### src/rtl/div_if.sv
// Execute-stage divider port bundle: request/operand side driven by execute,
// result/status side driven by the divider.
interface div_if #(
  parameter int WIDTH = 32
);
  logic             en;
  logic             is_flush;
  logic             is_signed;
  logic [WIDTH-1:0] a;
  logic [WIDTH-1:0] b;
  logic [WIDTH-1:0] quotient;
  logic [WIDTH-1:0] remainder;
  logic             done;
  logic             busy;

  modport master (
    output en, is_flush, is_signed, a, b,
    input  quotient, remainder, done, busy
  );

  modport slave (
    input  en, is_flush, is_signed, a, b,
    output quotient, remainder, done, busy
  );
endinterface

### src/rtl/div_unit.sv
// Iterative restoring divider (signed/unsigned). It works on magnitudes and
// retires BITS_PER_CYCLE quotient bits per cycle, fixing up the signs on write.
module div_unit #(
  parameter int WIDTH          = 32,
  parameter int BITS_PER_CYCLE = 1
) (
  input  logic clk,
  input  logic rst_n,
  div_if.slave bus
);

  localparam int              N    = WIDTH / BITS_PER_CYCLE;
  localparam int              CW   = $clog2(N) + 1;
  localparam logic [CW-1:0]   LAST = CW'(N - 1);

  typedef enum logic [1:0] {
    IDLE,
    CALC,
    DONE
  } state_t;

  state_t           state, state_nx;
  logic [CW-1:0]    cnt;
  logic [WIDTH-1:0] dvd;       // dividend magnitude, shifts out as quotient shifts in
  logic [WIDTH-1:0] dvs;       // divisor magnitude
  logic [WIDTH-1:0] rem;       // partial remainder
  logic             q_neg;
  logic             r_neg;
  logic             div_zero;
  logic [WIDTH-1:0] quotient_q;
  logic [WIDTH-1:0] remainder_q;

  logic [WIDTH-1:0] dvd_nx, rem_nx;
  logic [WIDTH:0]   shifted, diff;
  logic             sa, sb;
  logic [WIDTH-1:0] abs_a, abs_b;

  assign sa    = bus.is_signed & bus.a[WIDTH-1];
  assign sb    = bus.is_signed & bus.b[WIDTH-1];
  // 100..0 negates to itself and is then read as the unsigned 2^(WIDTH-1).
  assign abs_a = sa ? -bus.a : bus.a;
  assign abs_b = sb ? -bus.b : bus.b;

  always_ff @(posedge clk) begin
    if (!rst_n) state <= IDLE;
    else        state <= state_nx;
  end

  // NOTE: every output of a combinational block is given a default first, so
  // no path through the case leaves it unassigned and a latch cannot be inferred.
  always_comb begin
    state_nx = state;
    bus.done = 1'b0;
    bus.busy = (state != IDLE);
    unique case (state)
      IDLE:    if (bus.en) state_nx = (bus.b == '0) ? DONE : CALC;
      CALC:    if (cnt == LAST) state_nx = DONE;
      DONE: begin
        state_nx = IDLE;
        bus.done = ~bus.is_flush;
      end
      default: state_nx = IDLE;
    endcase
    if (bus.is_flush) state_nx = IDLE;
  end

  // BITS_PER_CYCLE chained restoring steps per CALC cycle.
  always_comb begin
    rem_nx  = rem;
    dvd_nx  = dvd;
    shifted = '0;
    diff    = '0;
    for (int i = 0; i < BITS_PER_CYCLE; i++) begin
      shifted = {rem_nx, dvd_nx[WIDTH-1]};
      diff    = shifted - {1'b0, dvs};
      dvd_nx  = {dvd_nx[WIDTH-2:0], ~diff[WIDTH]};
      rem_nx  = diff[WIDTH] ? shifted[WIDTH-1:0] : diff[WIDTH-1:0];
    end
  end

  // NOTE: sequential state uses non-blocking assignments only, so every
  // register samples pre-edge values regardless of statement order.
  // NOTE: the working registers are reset along with the results; there is
  // no memory array here, so clearing them costs only a few gates.
  always_ff @(posedge clk) begin
    if (!rst_n) begin
      cnt         <= '0;
      dvd         <= '0;
      dvs         <= '0;
      rem         <= '0;
      q_neg       <= 1'b0;
      r_neg       <= 1'b0;
      div_zero    <= 1'b0;
      quotient_q  <= '0;
      remainder_q <= '0;
    end else begin
      unique case (state)
        IDLE: if (bus.en && !bus.is_flush) begin
          cnt      <= '0;
          dvd      <= abs_a;
          dvs      <= abs_b;
          rem      <= '0;
          q_neg    <= sa ^ sb;
          r_neg    <= sa;
          div_zero <= (bus.b == '0);
        end
        CALC: begin
          cnt <= cnt + 1'b1;
          dvd <= dvd_nx;
          rem <= rem_nx;
        end
        DONE: if (!bus.is_flush) begin
          // Divide by zero: dvd still holds |a|, and r_neg restores a exactly.
          quotient_q  <= div_zero ? '1 : (q_neg ? -dvd : dvd);
          remainder_q <= div_zero ? (r_neg ? -dvd : dvd) : (r_neg ? -rem : rem);
        end
        default: ;
      endcase
    end
  end

  assign bus.quotient  = quotient_q;
  assign bus.remainder = remainder_q;

endmodule

### src/flat_wrapper.sv
// flat-port wrapper written by rule: the top's interface ports become plain ports
module div_unit_flat 
#(
  parameter int WIDTH          = 32,
  parameter int BITS_PER_CYCLE = 1
)
  (clk, rst_n, bus_en, bus_is_flush, bus_is_signed, bus_a, bus_b, bus_quotient, bus_remainder, bus_done, bus_busy);
  div_if #(.WIDTH(WIDTH)) bus_i ();
  input  logic clk;
  input  logic rst_n;
  input wire logic [$bits(bus_i.en)-1:0] bus_en;
  input wire logic [$bits(bus_i.is_flush)-1:0] bus_is_flush;
  input wire logic [$bits(bus_i.is_signed)-1:0] bus_is_signed;
  input wire logic [$bits(bus_i.a)-1:0] bus_a;
  input wire logic [$bits(bus_i.b)-1:0] bus_b;
  output wire logic [$bits(bus_i.quotient)-1:0] bus_quotient;
  output wire logic [$bits(bus_i.remainder)-1:0] bus_remainder;
  output wire logic [$bits(bus_i.done)-1:0] bus_done;
  output wire logic [$bits(bus_i.busy)-1:0] bus_busy;
  assign bus_i.en = bus_en;
  assign bus_i.is_flush = bus_is_flush;
  assign bus_i.is_signed = bus_is_signed;
  assign bus_i.a = bus_a;
  assign bus_i.b = bus_b;
  assign bus_quotient = bus_i.quotient;
  assign bus_remainder = bus_i.remainder;
  assign bus_done = bus_i.done;
  assign bus_busy = bus_i.busy;
  div_unit #(.WIDTH(WIDTH), .BITS_PER_CYCLE(BITS_PER_CYCLE)) u_core (.clk(clk), .rst_n(rst_n), .bus(bus_i));
endmodule
### config.mk
export PLATFORM = sky130hd
export DESIGN_NAME = div_unit_flat
export DESIGN_NICKNAME = d
export VERILOG_FILES = /design/src/rtl/div_if.sv /design/src/rtl/div_unit.sv /design/src/flat_wrapper.sv
export SDC_FILE = /design/constraint.sdc
export NUM_CORES = 1
export LEC_CHECK = 0
export ABC_AREA = 1
export CAP_MARGIN = 25
export CORE_ASPECT_RATIO = 0.75
export CORE_MARGIN = 2
export CORE_UTILIZATION = 35
export CTS_CLUSTER_SIZE = 24
export DETAILED_ROUTE_END_ITERATION = 16
export GPL_TIMING_DRIVEN = 1
export PLACE_DENSITY = 0.6
export SYNTH_ARGS = -nofsm -noshare
export SYNTH_HDL_FRONTEND = slang
export SYNTH_SLANG_ARGS = --single-unit
### constraint.sdc
create_clock -name clk -period 3.3 [get_ports clk]
set_clock_uncertainty 0.2 [all_clocks]
set_input_delay 0.33 -clock clk [delete_from_list [all_inputs] [get_ports clk]]
set_output_delay 0.33 -clock clk [all_outputs]
set_load 0.005 [all_outputs]
## After elaboration in Yosys (flattened, before gate mapping)

Index checks and enable logic that the tools add are counted.

| storage, ports and cells | value |
|---|---|
| flip-flop bits (word level) | 171 |
| bits of input ports | 69 |
| output and inout port bits | 66 |
| logic and storage cells | 58 |

| operators by class | value |
|---|---|
| add/sub/neg operators | 6 |
| equality and inequality tests | 6 |
| multiplexer cells | 19 |
| bitwise logic cells | 6 |
| reductions and logical operators | 11 |

Operator list:

| kind | number |
|---|---|
| $mux W32 | 10 |
| $neg A32 Y32 | 4 |
| $pmux W32 S2 | 2 |
| $sub A33 B32 Y33 | 1 |
| $logic_not A32 Y1 | 1 |
| $pmux W6 S2 | 1 |
| $reduce_and A2 Y1 | 4 |
| $add A6 B1 Y6 const B | 1 |
| $eq A6 B5 Y1 const B | 1 |
| $mux W2 | 3 |
| $mux W6 | 1 |
| $ne A2 B1 Y1 const B | 2 |
| $pmux W2 S2 | 1 |
| $reduce_bool A2 Y1 | 2 |
| $not A1 Y1 | 3 |
| $and A1 B1 Y1 | 2 |
| $eq A2 B1 Y1 const B | 1 |
| $eq A2 B2 Y1 const B | 1 |
| $logic_not A2 Y1 | 1 |
| $ne A2 B2 Y1 const B | 1 |
| $reduce_or A2 Y1 | 1 |
| $logic_and A1 B1 Y1 | 1 |
| $logic_not A1 Y1 | 1 |
| $mux W1 | 1 |
| $xor A1 B1 Y1 | 1 |

## Longest topological paths before layout

Gate-level depths: netlist of run 1.

| depth | value |
|---|---|
| word-level depth | 4 |
| gate-level depth with buffers | 18 |
| mapped depth without buffers | 17 |

## Least setup slack after synthesis of run 1

OpenSTA, ideal clock, no wires.

| timing path | value |
|---|---|
| kind | register -> register |
| start | register u_core.dvd[31] |
| end | register u_core.rem[27] |
| library setup time | 142 ps |
| arrival | 2124 ps |
| data required time | 2958 ps |
| slack | 835 ps |
| cell stages (with the launch flop) | 19 |
| buffers on the path | 1 |
| clock period less this slack | 2465 ps |
| path through | dfxtp_1 inv_1 ha_1 fa_1 inv_1 nand2_1 nand2_1 nand3_1 nand2_2 nand2_2 nand2_4 nand2_4 nand2_4 nand2_8 nand2_8 buf_12 nand2_4 nand3_2 a21oi_2 |

| on the way | value |
|---|---|
| word-level cells in the longest chain between the ends | 3 |

Ends and longest elaborated chain:

| item | RTL line | RTL |
|---|---|---|
| start, declared | div_unit.sv:24 | `logic [WIDTH-1:0] dvd;` |
| start signal, assigned | div_unit.sv:100 | `dvd <= abs_a;` |
| start signal, assigned | div_unit.sv:109 | `dvd <= dvd_nx;` |
| $sub A33 B32 Y33 | div_unit.sv:75 | `diff = shifted - {1'b0, dvs};` |
| $mux W32 | div_unit.sv:77 | `rem_nx = diff[WIDTH] ? shifted[WIDTH-1:0] : diff[WIDTH-1:0];` |
| $pmux W32 S2 | div_unit.sv:97 | `unique case (state)` |
| end signal, assigned | div_unit.sv:110 | `rem <= rem_nx;` |
| end, declared | div_unit.sv:26 | `logic [WIDTH-1:0] rem;` |

Every way passes these cells.
A chain may end at the register's enable or synchronous reset.

## Worst setup path after layout of run 1

| timing path | value |
|---|---|
| start | register u_core.dvd[31] |
| end | register u_core.rem[30] |

Same word-level chain as after synthesis.

==> results of run 1 <==
## cell type report
class	instances	area [sq um]
inverter	338	1270
multi-input combinational	1663	8640
sequential	171	3420
fill	4169	22400
clock inverter	11	110
tap	512	641
timing repair buffer	160	1590
clock buffer	21	460
## critical path: stages (launching register included)
cell and delay (ps):
dfxtp_1 360, inv_1 90, ha_1 210, fa_1 400, inv_1 100, nand2_1 50
nand2_1 80, nand3_1 90, nand2_2 130, nand2_2 80, nand2_4 90, nand2_4 80
nand2_4 100, nand2_8 140, nand2_8 340, nand3_1 120, nand2_1 90, a21oi_1 60
## registers in the layout, indices dropped and copies added, names as in the netlist
| register | flops |
|---|---|
| u_core.div_zero | 1 |
| u_core.q_neg | 1 |
| u_core.state | 2 |
| u_core.bus.remainder | 32 |
| u_core.cnt | 6 |
| u_core.bus.quotient | 32 |
| u_core.r_neg | 1 |
| u_core.dvd | 32 |
| u_core.rem | 32 |
| u_core.dvs | 32 |
## worst max-delay path by stage
stage               slack (ps)  depth (start not counted)           start             end
floorplan                  830                         18  u_core.dvd[31]  u_core.rem[27]
finish                     360                         17  u_core.dvd[31]  u_core.rem[30]
CTS                        380                         17  u_core.dvd[31]  u_core.rem[30]
detailed placement         400                         17  u_core.dvd[31]  u_core.rem[30]
global route               200                         17  u_core.dvd[31]  u_core.rem[30]
global placement           470                         17  u_core.dvd[31]  u_core.rem[30]
## power groups by stage
stage,Sequential [mW],Combinational [mW],Clock (mW)
after CTS,2.22,2.02,2.05
after detailed placement,2.27,2.01,0
after global routing,2.23,2.26,2.15
after floorplan,2.23,1.44,0
final,2.22,2.06,2.02
after global placement,2.26,2.01,0
## kinds of logic after synthesis
kind of cell	count (synthesis)
simple gates	1103
compound gates	460
buf+inv	437
flops	171
xor+xnor	62
fa+ha+maj	38
## cell usage in the layout (no fill, tap or decap), drive strengths merged
master	n
clkinv	4
o211ai	14
o311ai	1
xnor2	20
nand2	620
a21boi	1
and3	2
nor3	37
clkinvlp	3
inv	341
xor2	42
a221oi	2
a211oi	3
clkbuf	21
fa	1
o22ai	14
o21a	13
buf	27
or2	9
nor4	4
and2	4
nand3	211
bufinv	1
a31oi	29
a21oi	213
o221ai	4
o21ai	151
nand3b	9
a311oi	1
nor3b	1
nor2	188
nand4	18
dfxtp	171
o31ai	3
o41ai	1
a21o	1
ha	37
clkdlybuf4s50	133
o21bai	9
## through the flow
step | total power [mW] | instances | worst slack (ps) | hold slack [ps]
after floorplan | 3.67 | 2271 | 835 | 241
after global placement | 4.27 | 2844 | 468 | 249
after detailed placement | 4.28 | 2844 | 397 | 262
after CTS | 6.29 | 2876 | 382 | 170
after global routing | 6.64 | 2876 | 202 | 203
final | 6.31 | 2876 | 360 | 193
## routing by layer
metal / track usage, % / wire [um] / vias to the layer above
li1: - / - / 7513
met1: 38.2 / 25000 / 6958
met2: 33.4 / 19900 / 637
met3: 5.08 / 4830 / 43
met4: 4.46 / 577 / 0
met5: 0 / 0 / -
==> impl_results.md, run 1 <==
* Number of global-route vias before repair at 13,661
* Cell Area, Placed at 0.0156 sq mm
* Flop pwr share at 35.2%
* Run status: complete, no violations
* Max Buffers Root-to-Sink at 2
* Initial antenna violation count at 0
* Slew HR at 32.9%
* Fin crit period at 2940 ps
* Postcts setup bufs at 0
* Worst path arrival time at 3080 ps
* Die ar. at 0.0410 sq mm
* Starting DRT DRC Count at 1,536
* Reg2Reg Setup Slack at 360 ps
* RSZ-0062 raised after global routing: false
* Final setup fails at 0
* Worst-Skew Late Latency at 450 ps
* Simple-gate share of the synthesized area at 36.3%
* Most frequent cell after synthesis: nand2_1
* Clk pwr share at 32.1%
* Peak Freq at 0.340 GHz
* Port Buffers at 134
* Register area share after synthesis at 24.8%
* Worst Hold End: u_core.dvd[19]
* Clock Sinks at 171
* Critical path peak fanout at 25
* Std cell rows at 62
* ANT nets after route at 0
* Clock Tree Root: clkbuf_16
* Worst Path Class, Setup: reg -> reg
* Post-synthesis xor/xnor area fraction at 3.94%
* Remaining Overflow, GRT at 0
* Total core area at 0.0386 sq mm
* Detailed Routing Iterations Pass 1 at 8
* Post-synthesis adder-cell area fraction at 3.50%
* Post-synthesis mux area share at 0%
* P&R area growth vs syn at 17.1%
* Pwr Density at 391 mW/mm^2
* Total number of vias at 15,151
* Fraction of layout cells with a size suffix above 1 at 7.99%
* Final Cycle Share at 89.1%
* Yosys warns at 0
* Core Util, Final at 41.9%
* Dpl hpwl at 38,900 um
* Hold Crit Class: in -> reg
* Sw Share at 38.6%
* Startpoint Class: flip-flop
* H-tree Lvls at 4
* Synth top area share at 24.8%
* Design area at 0.0161 sq mm
* Synth area leaders: dfxtp_1, nand2_1, inv_1
* DRC at 0
* Cts bufs inserted at 17
* Distinct cells, synth at 53
* CTS clock-pin slew for the worst setup and hold paths at 70 ps
* Reg-to-Reg Start: u_core.dvd[31]
* Final Max Slew Viols at 0
* Die Span Y at 176 um
* Drt total wl at 50,200 um
* Global-route wire length before repair at 77,600 um
* Initial Util at 35.7%
* Syn avg cell area at 6.07 sq um
* Die X at 233 um
* Cell Area, Synth at 0.0138 sq mm
* # IOs at 135
* VDD IR max at 346 uV
* Largest net degree at the start of global routing at 93
* GP Congestion at 0.956
* Post-synthesis compound-gate area fraction at 18.9%
* R2r endpoint: u_core.rem[30]
* Measured slew at the worst slew-check pin at 1010 ps
* Maxcap violations at 0
* Register-to-Register Path Depth at 17
* Most frequent cells after synthesis: nand2_1, inv_1, a21oi_1
* Ys flop type: dfxtp_1
* Cell taking the most area after synthesis: dfxtp_1
* Syn Nets at 2,378
* Hold Violations, Final at 0
* TNS Setup at 0 ps
* Post-synth EDFFs at 0
* WP data required at 3440 ps
* Comb power frac at 32.7%
* CTS hold repair buffers at 0
* Int Pwr at 3.87 mW
* Min-delay src: rst_n
* Total track usage at 24.3%
* Hold Path Depth at 3
* Routed length per instance at 17.5 um
* Synth async-reset ratio at 0%
* Leakage at 7.60 nW
* Nets at 2,458
* Setup crit end kind: flip-flop
* Post-DR vias/cell at 5.27
* NetSw at 2.44 mW
* Resized cells post-CTS at 0
* Antenna diodes at 0
* Synth Instances at 2,271
* CTS tree: built
* #FFs+latches synth at 171
* Largest family of logic cells by synthesized area: simple AND/OR/NAND/NOR gates
(Power assumes the default switching activity.)
==> run 2: changes to the inputs <==
- SKIP_CTS_REPAIR_TIMING: unset -> 1
==> results of run 2 <==
The final DEF is identical to that of run 1; final timing and power are the same.
